--- src/rtl/pc_seq_pkg.sv ---
// Shared types and constants for the pc_sequencer block: opcodes, FSM states, PC width.
package pc_seq_pkg;

    localparam int unsigned PcWidth = 4;

    typedef logic [PcWidth-1:0] pc_t;

    localparam logic [3:0] OpNop  = 4'h0;
    localparam logic [3:0] OpJmp  = 4'h1;
    localparam logic [3:0] OpCall = 4'h2;
    localparam logic [3:0] OpRet  = 4'h3;
    localparam logic [3:0] OpLdc  = 4'h4;
    localparam logic [3:0] OpDjnz = 4'h5;
    localparam logic [3:0] OpHalt = 4'hF;

    typedef enum logic [2:0] {
        StIdle,
        StFetch,
        StExec,
        StStopped,
        StErr
    } state_e;

endpackage

--- src/rtl/pc_sequencer_if.sv ---
// Instruction-fetch bus between the sequencer (master) and instruction memory (slave).
interface pc_sequencer_if;
    import pc_seq_pkg::*;

    logic       fetch_req;
    pc_t        fetch_addr;
    logic       fetch_ack;
    logic [7:0] instr;

    modport master (
        output fetch_req,
        output fetch_addr,
        input  fetch_ack,
        input  instr
    );

    modport slave (
        input  fetch_req,
        input  fetch_addr,
        output fetch_ack,
        output instr
    );

endinterface

--- src/rtl/pc_seq_stack.sv ---
// Return-address stack for CALL/RET; push/pop are ignored when full/empty respectively.
module pc_seq_stack
    import pc_seq_pkg::*;
#(
    parameter int unsigned Depth = 4
) (
    input  logic clk,
    input  logic reset,
    input  logic clear,
    input  logic push,
    input  logic pop,
    input  pc_t  wdata,
    output pc_t  data,
    output logic full,
    output logic empty
);

    localparam int unsigned PtrW = $clog2(Depth + 1);
    localparam int unsigned IdxW = $clog2(Depth);

    logic [PtrW-1:0] ptr_q;
    pc_t             mem_q [Depth];
    logic [IdxW-1:0] wr_idx;
    logic [IdxW-1:0] top_idx;

    assign wr_idx  = IdxW'(ptr_q);
    assign top_idx = IdxW'(ptr_q - 1'b1);
    assign full    = (ptr_q == PtrW'(Depth));
    assign empty   = (ptr_q == '0);
    assign data    = mem_q[top_idx];

    always_ff @(posedge clk or negedge reset) begin
        if (!reset) begin
            ptr_q <= '0;
        end else if (clear) begin
            ptr_q <= '0;
        end else if (push && !full) begin
            ptr_q <= ptr_q + 1'b1;
        end else if (pop && !empty) begin
            ptr_q <= ptr_q - 1'b1;
        end
    end

    // Entry contents need no reset; the pointer alone defines validity.
    always_ff @(posedge clk) begin
        if (push && !full && !clear) begin
            mem_q[wr_idx] <= wdata;
        end
    end

endmodule

--- src/rtl/pc_sequencer.sv ---
// Tiny program sequencer: fetches 8-bit instructions and walks a 4-bit PC.
// Define PC_SEQ_STACK_EN to build the CALL/RET return stack; otherwise CALL/RET are illegal.
module pc_sequencer
    import pc_seq_pkg::*;
#(
    parameter int unsigned STACK_DEPTH = 4
) (
    input  logic                  clk,
    input  logic                  reset,
    input  logic                  start,
    input  logic                  halt,
    pc_sequencer_if.master        bus,
    output pc_t                   pc,
    output logic                  busy,
    output logic                  done,
    output logic                  error
);

    state_e     state_q, state_d;
    pc_t        pc_q, pc_d;
    logic [3:0] cnt_q, cnt_d;
    logic [7:0] instr_q, instr_d;

    logic [3:0] opcode;
    logic [3:0] operand;
    logic [3:0] cnt_dec;
    pc_t        pc_inc;

    assign opcode  = instr_q[7:4];
    assign operand = instr_q[3:0];
    assign cnt_dec = cnt_q - 4'd1;
    assign pc_inc  = pc_q + 1'b1;

`ifdef PC_SEQ_STACK_EN
    logic stk_push, stk_pop, stk_clear, stk_full, stk_empty;
    pc_t  stk_data;

    pc_seq_stack #(
        .Depth (STACK_DEPTH)
    ) u_stack (
        .clk   (clk),
        .reset (reset),
        .clear (stk_clear),
        .push  (stk_push),
        .pop   (stk_pop),
        .wdata (pc_inc),
        .data  (stk_data),
        .full  (stk_full),
        .empty (stk_empty)
    );
`else
    logic unused_stack_depth;
    assign unused_stack_depth = ^STACK_DEPTH;
`endif

    always_comb begin
        state_d = state_q;
        pc_d    = pc_q;
        cnt_d   = cnt_q;
        instr_d = instr_q;
`ifdef PC_SEQ_STACK_EN
        stk_push  = 1'b0;
        stk_pop   = 1'b0;
        stk_clear = 1'b0;
`endif
        unique case (state_q)
            StIdle, StStopped, StErr: begin
                if (start) begin
                    state_d = StFetch;
                    pc_d    = '0;
                    cnt_d   = '0;
`ifdef PC_SEQ_STACK_EN
                    stk_clear = 1'b1;
`endif
                end
            end
            StFetch: begin
                // halt wins over a same-cycle ack; the fetched word is dropped
                if (halt) begin
                    state_d = StStopped;
                end else if (bus.fetch_ack) begin
                    instr_d = bus.instr;
                    state_d = StExec;
                end
            end
            StExec: begin
                if (halt) begin
                    state_d = StStopped;
                end else begin
                    state_d = StFetch;
                    case (opcode)
                        OpNop: pc_d = pc_inc;
                        OpJmp: pc_d = operand;
`ifdef PC_SEQ_STACK_EN
                        OpCall: begin
                            if (stk_full) begin
                                state_d = StErr;
                            end else begin
                                stk_push = 1'b1;
                                pc_d     = operand;
                            end
                        end
                        OpRet: begin
                            if (stk_empty) begin
                                state_d = StErr;
                            end else begin
                                stk_pop = 1'b1;
                                pc_d    = stk_data;
                            end
                        end
`endif
                        OpLdc: begin
                            cnt_d = operand;
                            pc_d  = pc_inc;
                        end
                        OpDjnz: begin
                            cnt_d = cnt_dec;
                            pc_d  = (cnt_dec != 4'd0) ? operand : pc_inc;
                        end
                        OpHalt:  state_d = StStopped;
                        default: state_d = StErr;
                    endcase
                end
            end
            default: state_d = StIdle;
        endcase
    end

    always_ff @(posedge clk or negedge reset) begin
        if (!reset) begin
            state_q <= StIdle;
            pc_q    <= '0;
            cnt_q   <= '0;
            instr_q <= '0;
        end else begin
            state_q <= state_d;
            pc_q    <= pc_d;
            cnt_q   <= cnt_d;
            instr_q <= instr_d;
        end
    end

    assign bus.fetch_req  = (state_q == StFetch);
    assign bus.fetch_addr = pc_q;
    assign pc             = pc_q;
    assign busy           = (state_q == StFetch) || (state_q == StExec);
    assign done           = (state_q == StStopped);
    assign error          = (state_q == StErr);

endmodule

--- src/flat_wrapper.sv ---
// flat-port wrapper written by rule: the top's interface ports become plain ports
module pc_sequencer_flat import pc_seq_pkg::*;
#(
    parameter int unsigned STACK_DEPTH = 4
)
  (clk, reset, start, halt, pc, busy, done, error, bus_fetch_req, bus_fetch_addr, bus_fetch_ack, bus_instr);
  pc_sequencer_if bus_i ();
  input  logic clk;
  input  logic reset;
  input  logic start;
  input  logic halt;
  output pc_t pc;
  output logic busy;
  output logic done;
  output logic error;
  output wire logic [$bits(bus_i.fetch_req)-1:0] bus_fetch_req;
  output wire logic [$bits(bus_i.fetch_addr)-1:0] bus_fetch_addr;
  input wire logic [$bits(bus_i.fetch_ack)-1:0] bus_fetch_ack;
  input wire logic [$bits(bus_i.instr)-1:0] bus_instr;
  assign bus_fetch_req = bus_i.fetch_req;
  assign bus_fetch_addr = bus_i.fetch_addr;
  assign bus_i.fetch_ack = bus_fetch_ack;
  assign bus_i.instr = bus_instr;
  pc_sequencer #(.STACK_DEPTH(STACK_DEPTH)) u_core (.clk(clk), .reset(reset), .start(start), .halt(halt), .bus(bus_i), .pc(pc), .busy(busy), .done(done), .error(error));
endmodule
--- config.mk ---
export PLATFORM = sky130hd
export DESIGN_NAME = pc_sequencer_flat
export DESIGN_NICKNAME = d
export VERILOG_FILES = /design/src/rtl/pc_seq_pkg.sv /design/src/rtl/pc_sequencer_if.sv /design/src/rtl/pc_seq_stack.sv /design/src/rtl/pc_sequencer.sv /design/src/flat_wrapper.sv
export SDC_FILE = /design/constraint.sdc
export NUM_CORES = 1
export LEC_CHECK = 0
export ABC_AREA = 1
export ABC_CLOCK_PERIOD_IN_PS = 1900
export BUFFER_PORTS_ARGS = -buffer_cell sky130_fd_sc_hd__buf_2
export CAP_MARGIN = 5
export CELL_PAD_IN_SITES_DETAIL_PLACEMENT = 1
export CELL_PAD_IN_SITES_GLOBAL_PLACEMENT = 2
export CORE_UTILIZATION = 30
export DETAILED_ROUTE_END_ITERATION = 6
export GPL_TIMING_DRIVEN = 0
export PLACE_DENSITY_LB_ADDON = 0.1
export SYNTH_ARGS = -nofsm -noshare
export SYNTH_HDL_FRONTEND = slang
export SYNTH_SLANG_ARGS = --single-unit
--- constraint.sdc ---
create_clock -name clk -period 1.9 [get_ports clk]
set_clock_uncertainty 0.05 [all_clocks]
set_input_delay 0.475 -clock clk [delete_from_list [all_inputs] [get_ports clk]]
set_output_delay 0.475 -clock clk [all_outputs]
set_load 0.005 [all_outputs]
; ---- Yosys cells after proc, flatten, opt, wreduce, memory -nomap -nowiden
; Cells that the tools add are included.
[op_classes]
add_sub_neg = 2
n_eq_ne = 13
mux = 14
bitwise_logic = 1
n_reduce_logical = 12
[ops]
columns = op, count
row1 = case mux 4 bit (2 select lines), 3
row2 = 2-to-1 mux 4 bit, 4
row3 = 2-to-1 mux 3 bit, 4
row4 = case mux 4 bit (3 select lines), 1
row5 = case mux 3 bit (3 select lines), 1
row6 = equality test 4 x 3 -> 1 bit (second input constant), 2
row7 = AND reduction 4 bit, 2
row8 = equality test 3 x 2 -> 1 bit (second input constant), 2
row9 = case mux 3 bit (2 select lines), 1
row10 = adder 4 x 1 -> 4 bit (second input constant), 1
row11 = equality test 4 x 1 -> 1 bit (second input constant), 1
row12 = equality test 4 bit (second input constant), 1
row13 = zero test 4 bit, 1
row14 = inequality test 2 bit (second input constant), 2
row15 = inequality test 4 bit (second input constant), 1
row16 = nonzero test 4 bit, 1
row17 = OR reduction 4 bit, 1
row18 = subtractor 4 x 1 -> 4 bit (second input constant), 1
row19 = equality test 3 x 1 -> 1 bit (second input constant), 1
row20 = equality test 3 bit (second input constant), 1
row21 = zero test 3 bit, 1
row22 = inequality test 3 x 2 -> 1 bit (second input constant), 1
row23 = inequality test 3 bit (second input constant), 1
row24 = AND reduction 3 bit, 1
row25 = other kinds (6), 6
[word_totals]
reg_bits = 19
out_inout_bits = 12
wordCells = 46

; ---- Longest topological paths before layout
; Gate-level depths: netlist of run 1.
[depth]
depth_word = 6
mapped_depth = 11
mapped_depth_nobuf = 11

; ---- Worst setup path before layout of run 1
; Ideal clock, no wire load.
[synth_path]
kind = register to register
from = register u_core.cnt_q[0]
to = register u_core.pc_q[0] (netlist: u_core.bus.fetch_addr[0])
setup_time_ns = 0.117
t_arrival_ns = 1.216
path_slack_ns = 0.517
stages_incl_launch_ff = 11
path_buffers = 0
cell_sequence = dfrtp_1 > inv_1 > ha_1 > nor2_1 > nor2_1 > nor2_1 > nand2_1 > nand2_1 > nand2_1 > nand3_1 > nand2_1
[synth_between]
elab_chain_cells = 6
[synth_lines]
columns = element, line
row1 = start: declaration, pc_sequencer.sv:21  ; logic [3:0] cnt_q, cnt_d;
row2 = start signal: assignment, pc_sequencer.sv:138  ; cnt_q <= cnt_d;
row3 = subtractor 4 x 1 -> 4 bit, pc_sequencer.sv:31  ; assign cnt_dec = cnt_q - 4'd1;
row4 = nonzero test 4 bit, pc_sequencer.sv:118  ; pc_d = (cnt_dec != 4'd0) ? operand : pc_inc;
row5 = 2-to-1 mux 4 bit, pc_sequencer.sv:118
row6 = case mux 4 bit (3 select lines), pc_sequencer.sv:91  ; case (opcode)
row7 = 2-to-1 mux 4 bit, pc_sequencer.sv:87  ; if (halt) begin
row8 = case mux 4 bit (2 select lines), pc_sequencer.sv:66  ; unique case (state_q)
row9 = end signal: assignment, pc_sequencer.sv:137  ; pc_q <= pc_d;
row10 = end: declaration, pc_sequencer.sv:20  ; pc_t pc_q, pc_d;
; Every way passes these cells. The select of a mux whose other input is x is not followed.
; A chain may end at the register's enable or synchronous reset.

; ---- Final worst setup path of run 1
[layout_path]
from = register u_core.state_q[1]
to = output busy
[layout_between]
elab_chain_cells = 2
elab_cells_between_ends = 3
classes_between = eq/ne (2) / reduce/logical (1)
[layout_lines]
columns = element, line
row1 = start: declaration, pc_sequencer.sv:19  ; state_e state_q, state_d;
row2 = start signal: assignment, pc_sequencer.sv:131  ; state_q <= StIdle;
row3 = start signal: assignment, pc_sequencer.sv:136  ; state_q <= state_d;
row4 = equality test 3 x 1 -> 1 bit or equality test 3 x 2 -> 1 bit (tied branches), pc_sequencer.sv:146  ; assign busy = (state_q == StFetch) || (state_q == StExec);
row5 = logical OR 1 bit (*), pc_sequencer.sv:146
row6 = end: declaration, flat_wrapper.sv:13  ; output logic busy;
; Every way passes the cells marked *; elsewhere a longest branch is shown, timed or not.

==> results.py, run 1 <==
metrics = {
    "floorplanning": {
        "die_x_um": 65.2,
        "dieArea_mm2": 0.00426,
        "die_y_um": 65.2,
        "num_rows": 22,
        "floorplan.initialDensity_pct": 32.1,
        "io_pins": 25,
        "coreArea_mm2": 0.00374,
    },
    "synthesis": {
        "syn_area_mm2": 0.00120,
        "yosysWarnings": 0,
        "synthDistinctLibCells": 23,
        "synth-edff-count": 0,
        "synth_flop_cell": "dfrtp_1",
        "synth_top_cell_by_area": "dfrtp_1",
        "ys_top_cells_by_area": "dfrtp_1 (40%), nand2_1 (14%), inv_1 (6.3%)",
        "yosysSeqAreaShare_pct": 39.6,
        "yosys-top-cells-count": "nand2_1 (45), inv_1 (20), dfrtp_1 (19), nor2_1 (15), nand3_1 (13)",
        "synth_seq_cells": 19,
        "avgSynthCellArea_um2": 7.59,
        "ys_async_sr_fraction_pct": 100,
        "syn_inst": 158,
        "yosysTopAreaCellShare_pct": 39.6,
        "synth.most_common_cell": "nand2_1",
        "syn-num-nets": 174,
    },
    "placed_design": {
        "dp_hpwl_um": 2230,
        "io_buffers": 24,
        "gp_congestion": 0.802,
    },
    "sta": {
        "slew_violations": 0,
        "tns_ns": 0,
        "fmax_ghz": 0.548,
        "worstMarginPinSlew_ns": 0.474,
        "hold_viol_final": 0,
        "rsz0062_at_grt": "false",
        "finalSetupViolCount": 0,
        "finalCriticalPeriod_ns": 1.83,
        "finalCritPeriodShare_pct": 96.1,
        "slew_headroom_pct": 68.4,
    },
    "layout": {
        "insertedDiodeCount": 0,
        "fill_cells": 485,
        "syn_to_final_growth_pct": 19.3,
        "drive_above_1_share_pct": 28.5,
        "final_nets": 203,
    },
    "clock_network": {
        "cts-root-buf": "clkbuf_8",
        "numCtsBuffers": 3,
        "cts.reportedPaths.clkPinSlew_ns": 0.08,
        "clockBufferDepth": 2,
        "cts_tree": "yes",
        "insertion_delay_ns": 0.26,
        "htree_levels": 1,
        "numClockSinks": 19,
    },
    "global_route": {
        "grt_usage_pct": 15.6,
        "grt_pass1_vias": 1121,
        "grt_pass1_wl_um": 5070,
        "antenna_found_initial": 0,
        "grt_max_degree": 20,
        "grt_overflow_total": 0,
    },
    "run_status": {
        "status": "completed",
    },
    "worst_setup_path": {
        "path_class": "reg2out",
        "crit_path_max_fanout": 4,
        "worstSetupStartpointType": "flop",
        "rrSetupSlack_ns": 0.33,
        "r2r_end": "u_core.bus.fetch_addr[1]",
        "crit_path_start": "u_core.state_q[1]",
        "critPathArrivalTime_ns": 1.30,
        "rr_startpoint": "u_core.cnt_q[0]",
        "cp.required_ns": 1.37,
        "reg2reg_depth": 11,
        "critPathCaptureType": "output port",
    },
    "detailed_routing": {
        "drc": 0,
        "vias_per_cell": 4.59,
        "wl_per_cell_um": 12.4,
        "final_antenna_net_count": 0,
        "drt_iter0_drc": 25,
        "drt_first_pass_iters": 4,
        "drt-total-wl_um": 2890,
        "vias": 1074,
    },
    "hold_path": {
        "hold_class": "in2async",
    },
    "power_and_ir_drop": {
        "power.total_w": 0.00210,
        "powerDensity_mw_per_mm2": 1470,
        "ir_drop_uv": 517,
        "p_leak_nw": 0.779,
    },
    "job": {
        "drv_cap": 0,
    },
}
per-stage QoR:
step	hold WS (ns)	util (%)	worst slack [ns]	instance area [um^2]	std cells
2_1_floorplan	0.129	-	0.517	1200	158
3_3_place_gp	0.404	36.9	0.328	1380	230
3_5_place_dp	0.415	36.9	0.318	1380	230
4_1_cts	0.125	38.2	0.0596	1430	234
5_1_grt	0.134	38.2	0.00336	1430	234
6_report	0.110	38.2	0.0741	1430	234
state kept, by name, indices dropped and copies added, names as in the netlist:
register               flops
u_core.state_q             3
u_core.instr_q             8
u_core.cnt_q               4
u_core.bus.fetch_addr      4
repair_timing:
action	CTS	global route
hold buffers	0	0
resized for setup	1	0
endpoints found under the hold margin	0	0
endpoints found under the setup margin	1	0
setup buffers	0	0
how the worst max path moves through the flow:
stage,end,slack (ns),cells past startpoint
6_report,busy,0.07,5
5_1_grt,busy,0.003,5
3_3_place_gp,busy,0.33,4
3_5_place_dp,busy,0.32,5
2_1_floorplan,u_core.bus.fetch_addr[0],0.52,10
4_1_cts,busy,0.06,4
where the power goes:
group	leakage, nW	total, W	switching, W	internal [W]
Clock	0.0228	0.000300	0.000150	0.000150
Combinational	0.519	0.00109	0.000682	0.000408
Sequential	0.237	0.000710	0.000149	0.000561
layout make-up:
cell class	count	area [um^2]	area share, %
clock buffer	4	45.0	3.15
tap	48	60.1	4.20
inverter	23	86.3	6.03
buffer	5	41.3	2.88
timing repair buffer	24	120	8.39
sequential	19	475	33.2
multi-input combinational	111	603	42.1
worst max-delay path, cell delays in order (launching register included):
cell,delay (ns)
dfrtp_1,0.44
inv_2,0.09
nor3_4,0.18
inv_2,0.11
nand2_1,0.10
buf_2,0.11
logic make-up (layout without fill, tap and decap cells):
kind of cell	count (synthesis)	in the layout	synth area share (%)
AND/OR/NAND/NOR	87	87	34.3
AO/OA/AOI/OAI	17	17	8.76
XOR/XNOR	1	1	0.730
buffers and inverters	28	56	10.6
adder cells (fa/ha/maj)	3	3	3.13
flip-flops	19	19	39.6
multiplexers	3	3	2.82
layer usage:
| layer | global-route usage [%] | routed length (um) | vias to the layer above |
|---|---|---|---|
| li1 | - | - | 549 |
| met1 | 20.1 | 1410 | 501 |
| met2 | 26.3 | 1350 | 19 |
| met3 | 2.08 | 86 | 5 |
| met4 | 5.71 | 44 | 0 |
| met5 | 0 | 0 | - |
cells in the final DEF, fill, tap and decap left out, types with 4 or more instances in the layout:
master,netlist,routed
a21oi_1,5,5
buf_2,0,24
inv_1,20,20
buf_4,4,4
nor2_1,15,15
nand3_1,13,13
nand2_1,45,45
nand3_2,4,4
dfrtp_1,19,19
o21ai_0,5,5
Note: power is estimated with default switching activity, not from simulation.
==> run 2, diff against run 1 <==
CORE_MARGIN = 2   (was unset)
==> results.py, run 2 (synthesis gave the netlist of run 1 again) <==
metrics = {
    "run_status": {
        "status": "completed",
    },
    "worst_setup_path": {
        "reg2reg_depth": 10,
        "path_cells": "nor3_4 > inv_2 > nand2_1 > buf_2",
        "cp.required_ns": 1.37,
        "crit_slowest_cell": "dfrtp_1",
        "critPathCaptureType": "output port",
        "crit_path_max_fanout": 4,
        "crit_buf_inv": 2,
        "rr_startpoint": "u_core.cnt_q[0]",
        "r2r_end": "u_core.bus.fetch_addr[3]",
        "critPathTopFamily": "flip-flops",
        "path_class": "reg2out",
        "worstSetupStartpointType": "flop",
        "critPathArrivalTime_ns": 1.28,
        "rrSetupSlack_ns": 0.32,
        "critical-path-max-stage-delay_ns": 0.46,
    },
    "detailed_routing": {
        "drc": 0,
        "wl_per_cell_um": 12.2,
        "drt_first_pass_iters": 4,
        "drt-total-wl_um": 2860,
        "vias_per_cell": 4.58,
        "final_antenna_net_count": 0,
        "vias": 1072,
        "drt_iter0_drc": 25,
    },
    "global_route": {
        "grt_pass1_vias": 1059,
        "antenna_found_initial": 0,
        "grt_max_degree": 20,
        "grt_usage_pct": 14.2,
        "grt_overflow_total": 0,
        "grt_pass1_wl_um": 4820,
    },
    "placed_design": {
        "io_buffers": 24,
        "post-place-ws_ns": 0.315,
        "dp_hpwl_um": 2300,
        "gp_congestion": 0.781,
    },
    "hold_path": {
        "hold_class": "in2async",
    },
    "clock_network": {
        "cts-root-buf": "clkbuf_8",
        "insertion_delay_ns": 0.26,
        "htree_levels": 1,
        "numClockSinks": 19,
        "cts.reportedPaths.clkPinSlew_ns": 0.08,
        "numCtsBuffers": 3,
        "postCtsSetupBuffers": 0,
        "clockBufferDepth": 2,
        "cts_tree": "yes",
        "ctsHoldBuffers": 0,
        "cts_resized": 0,
    },
    "power_and_ir_drop": {
        "p_sw_w": 0.000982,
        "p_int_w": 0.00112,
        "p_sw_share_pct": 46.8,
        "pwr-share-clk_pct": 14.2,
        "powerDensity_mw_per_mm2": 1470,
        "seqPwrFrac_pct": 33.9,
        "ir_drop_uv": 595,
        "p_comb_share_pct": 51.9,
        "p_leak_nw": 0.779,
    },
    "floorplanning": {
        "die_y_um": 67.2,
        "floorplan.initialDensity_pct": 32.1,
        "num_rows": 22,
        "io_pins": 25,
        "coreArea_mm2": 0.00374,
        "die_x_um": 67.2,
        "dieArea_mm2": 0.00452,
    },
    "sta": {
        "finalCritPeriodShare_pct": 95.0,
        "fmax_ghz": 0.554,
        "finalCriticalPeriod_ns": 1.81,
        "worstMarginPinSlew_ns": 0.465,
        "slew_violations": 0,
        "finalSetupViolCount": 0,
        "worst_slack_ns": 0.0941,
        "tns_ns": 0,
        "hold_viol_final": 0,
        "slew_headroom_pct": 69.0,
        "rsz0062_at_grt": "false",
    },
    "layout": {
        "mostFrequentLayoutCells": "nand2_1 (45), buf_2 (24), inv_1 (20)",
        "insertedDiodeCount": 0,
        "drive_above_1_share_pct": 28.5,
        "fill_cells": 496,
        "regMostFlops": "u_core.instr_q",
        "multi_input_area_um2": 603,
        "syn_to_final_growth_pct": 19.3,
        "final_nets": 203,
        "final_common_cell": "nand2_1",
        "final-seq-area_um2": 475,
        "largest_reg_flops": 8,
        "utilization_pct": 38.2,
    },
    "job": {
        "drv_cap": 0,
    },
}
## run 2: area by class of cell
class                      instances  area share, %
buffer                             5           2.88
inverter                          23           6.03
sequential                        19           33.2
tap                               48           4.20
multi-input combinational        111           42.1
clock buffer                       4           3.15
timing repair buffer              24           8.39
## run 2: power groups by stage
stage | clock [W] | combinational (W) | sequential [W]
6_report | 0.000298 | 0.00109 | 0.000713
5_1_grt | 0.000331 | 0.00126 | 0.000737
4_1_cts | 0.000311 | 0.00111 | 0.000710
3_5_place_dp | 0 | 0.00111 | 0.000718
3_3_place_gp | 0 | 0.00109 | 0.000705
2_1_floorplan | 0 | 0.000814 | 0.000682
## run 2: layer usage
metal	track usage, %	vias up	wire [um]
li1	-	553	-
met1	18.5	502	1400
met2	24.3	17	1360
met3	3.00	0	91
met4	3.06	0	0
met5	0	-	0
## run 2: stage by stage
stage,instances,cell area [um^2],power [W],hold WS (ns)
detailed placement,230,1380,0.00182,0.410
CTS,234,1430,0.00213,0.125
finish,234,1430,0.00210,0.107
floorplan,158,1200,0.00150,0.129
global route,234,1430,0.00233,0.135
global placement,230,1380,0.00179,0.402
## run 2: how the worst max path moves through the flow
stage                     slack (ns)  cells after the start                        to              start
after global placement          0.33                      4                      busy  u_core.state_q[0]
after floorplan                 0.52                     10  u_core.bus.fetch_addr[0]    u_core.cnt_q[0]
after detailed placement        0.32                      4                      busy  u_core.state_q[0]
final                           0.09                      4                      busy  u_core.state_q[0]
after global routing           0.002                      5                      busy  u_core.state_q[1]
after CTS                       0.02                      4                      busy  u_core.state_q[0]
==> run 3, diff against run 2 <==
PLACE_DENSITY_LB_ADDON = 0.08   (was 0.1)
==> results.py, run 3 (synthesis gave the netlist of run 1 again) <==
metrics = {
    "power_and_ir_drop": {
        "seqPwrFrac_pct": 33.7,
        "pwr-share-clk_pct": 13.8,
        "p_sw_w": 0.000988,
        "p_leak_nw": 0.781,
        "p_sw_share_pct": 47.0,
        "power.total_w": 0.00210,
        "ir_drop_uv": 519,
        "powerDensity_mw_per_mm2": 1470,
        "p_int_w": 0.00112,
        "p_comb_share_pct": 52.5,
    },
    "layout": {
        "regMostFlops": "u_core.instr_q",
        "drive_above_1_share_pct": 29.0,
        "syn_to_final_growth_pct": 19.4,
        "final_nets": 203,
        "insertedDiodeCount": 0,
        "utilization_pct": 38.3,
        "final_common_cell": "nand2_1",
        "largest_reg_flops": 8,
        "mostFrequentLayoutCells": "nand2_1 (45), buf_2 (24), inv_1 (20)",
    },
    "floorplanning": {
        "io_pins": 25,
        "die_x_um": 67.2,
        "dieArea_mm2": 0.00452,
        "die_y_um": 67.2,
        "coreArea_mm2": 0.00374,
        "num_rows": 22,
        "floorplan.initialDensity_pct": 32.1,
    },
    "run_status": {
        "status": "completed",
    },
    "worst_setup_path": {
        "path_cells": "nor3_4 > inv_2 > nand2_1 > buf_2",
        "critPathCaptureType": "output port",
        "critPathArrivalTime_ns": 1.29,
        "critical-path-max-stage-delay_ns": 0.46,
        "path_class": "reg2out",
        "crit_slowest_cell": "dfrtp_1",
        "worstSetupStartpointType": "flop",
        "cp.required_ns": 1.37,
        "crit_path_max_fanout": 4,
        "rrSetupSlack_ns": 0.29,
        "reg2reg_depth": 10,
        "rr_startpoint": "u_core.cnt_q[0]",
        "r2r_end": "u_core.bus.fetch_addr[0]",
    },
    "global_route": {
        "grt_pass1_wl_um": 5120,
        "grt_usage_pct": 15.0,
        "antenna_found_initial": 0,
        "grt_pass1_vias": 1153,
        "grt_max_degree": 20,
        "grt_overflow_total": 0,
    },
    "clock_network": {
        "clockBufferDepth": 2,
        "numClockSinks": 19,
        "cts-root-buf": "clkbuf_8",
        "htree_levels": 1,
        "numCtsBuffers": 3,
        "cts.reportedPaths.clkPinSlew_ns": 0.07,
        "postCtsSetupBuffers": 0,
        "ctsHoldBuffers": 0,
        "cts_tree": "yes",
        "insertion_delay_ns": 0.26,
    },
    "detailed_routing": {
        "wl_per_cell_um": 12.4,
        "final_antenna_net_count": 0,
        "drt_first_pass_iters": 4,
        "vias": 1091,
        "vias_per_cell": 4.66,
        "drt-total-wl_um": 2900,
        "drt_iter0_drc": 41,
        "drc": 0,
    },
    "sta": {
        "slew_violations": 0,
        "worstMarginPinSlew_ns": 0.465,
        "slew_headroom_pct": 69.0,
        "hold_viol_final": 0,
        "fmax_ghz": 0.552,
        "finalSetupViolCount": 0,
        "tns_ns": 0,
        "holdWs_ns": 0.109,
        "finalCritPeriodShare_pct": 95.4,
        "worst_slack_ns": 0.0879,
        "rsz0062_at_grt": "false",
        "finalCriticalPeriod_ns": 1.81,
    },
    "hold_path": {
        "hold_class": "in2async",
    },
    "placed_design": {
        "io_buffers": 24,
        "gp_congestion": 0.758,
        "dp_hpwl_um": 2360,
        "post-place-ws_ns": 0.321,
    },
    "job": {
        "drv_cap": 0,
    },
}
run 3: what timing repair did:
| item | in CTS | in global routing |
|---|---|---|
| hold endpoints to repair | 0 | 0 |
| setup endpoints to repair | 0 | 1 |
| gates resized for setup | 0 | 1 |
run 3: cell type report:
type	count	area (um^2)
Timing Repair Buffer	24	120
Clock buffer	3	41.3
Tap cell	48	60.1
Clock inverter	1	5.00
Buffer	5	41.3
Inverter	23	86.3
Fill cell	492	2310
Sequential cell	19	475
Multi-Input combinational cell	111	603
run 3: power groups by stage:
stage | logic, W | registers [W] | clock network (W)
after floorplan | 0.000814 | 0.000682 | 0
after global placement | 0.00109 | 0.000706 | 0
after detailed placement | 0.00112 | 0.000715 | 0
after CTS | 0.00112 | 0.000708 | 0.000306
after global routing | 0.00128 | 0.000735 | 0.000324
final | 0.00110 | 0.000710 | 0.000290
run 3: metrics by stage:
step	cell area (um^2)	instances
after floorplan	1200	158
after global placement	1380	230
after detailed placement	1380	230
after CTS	1430	234
after global routing	1430	234
final	1430	234
run 3: worst max-delay path by stage:
stage	endpoint	slack (ns)	cells after the start	start
2_1_floorplan	u_core.bus.fetch_addr[0]	0.52	10	u_core.cnt_q[0]
3_3_place_gp	busy	0.33	4	u_core.state_q[0]
3_5_place_dp	u_core.bus.fetch_addr[0]	0.32	10	u_core.cnt_q[0]
4_1_cts	busy	0.03	4	u_core.state_q[0]
5_1_grt	busy	0.01	4	u_core.state_q[0]
6_report	busy	0.09	4	u_core.state_q[0]
run 3: per-layer routing:
layer | wire length (um) | up-vias | global-route usage (%)
li1 | - | 550 | -
met1 | 1360 | 516 | 19.3
met2 | 1410 | 21 | 25.2
met3 | 95 | 4 | 2.67
met4 | 34 | 0 | 5.36
met5 | 0 | - | 0
run 3: worst max-delay path: cells and delay by family (launching register included):
family	cells	cell delay, ns
buf+inv	2	0.22
flops	1	0.46
simple gates	2	0.35
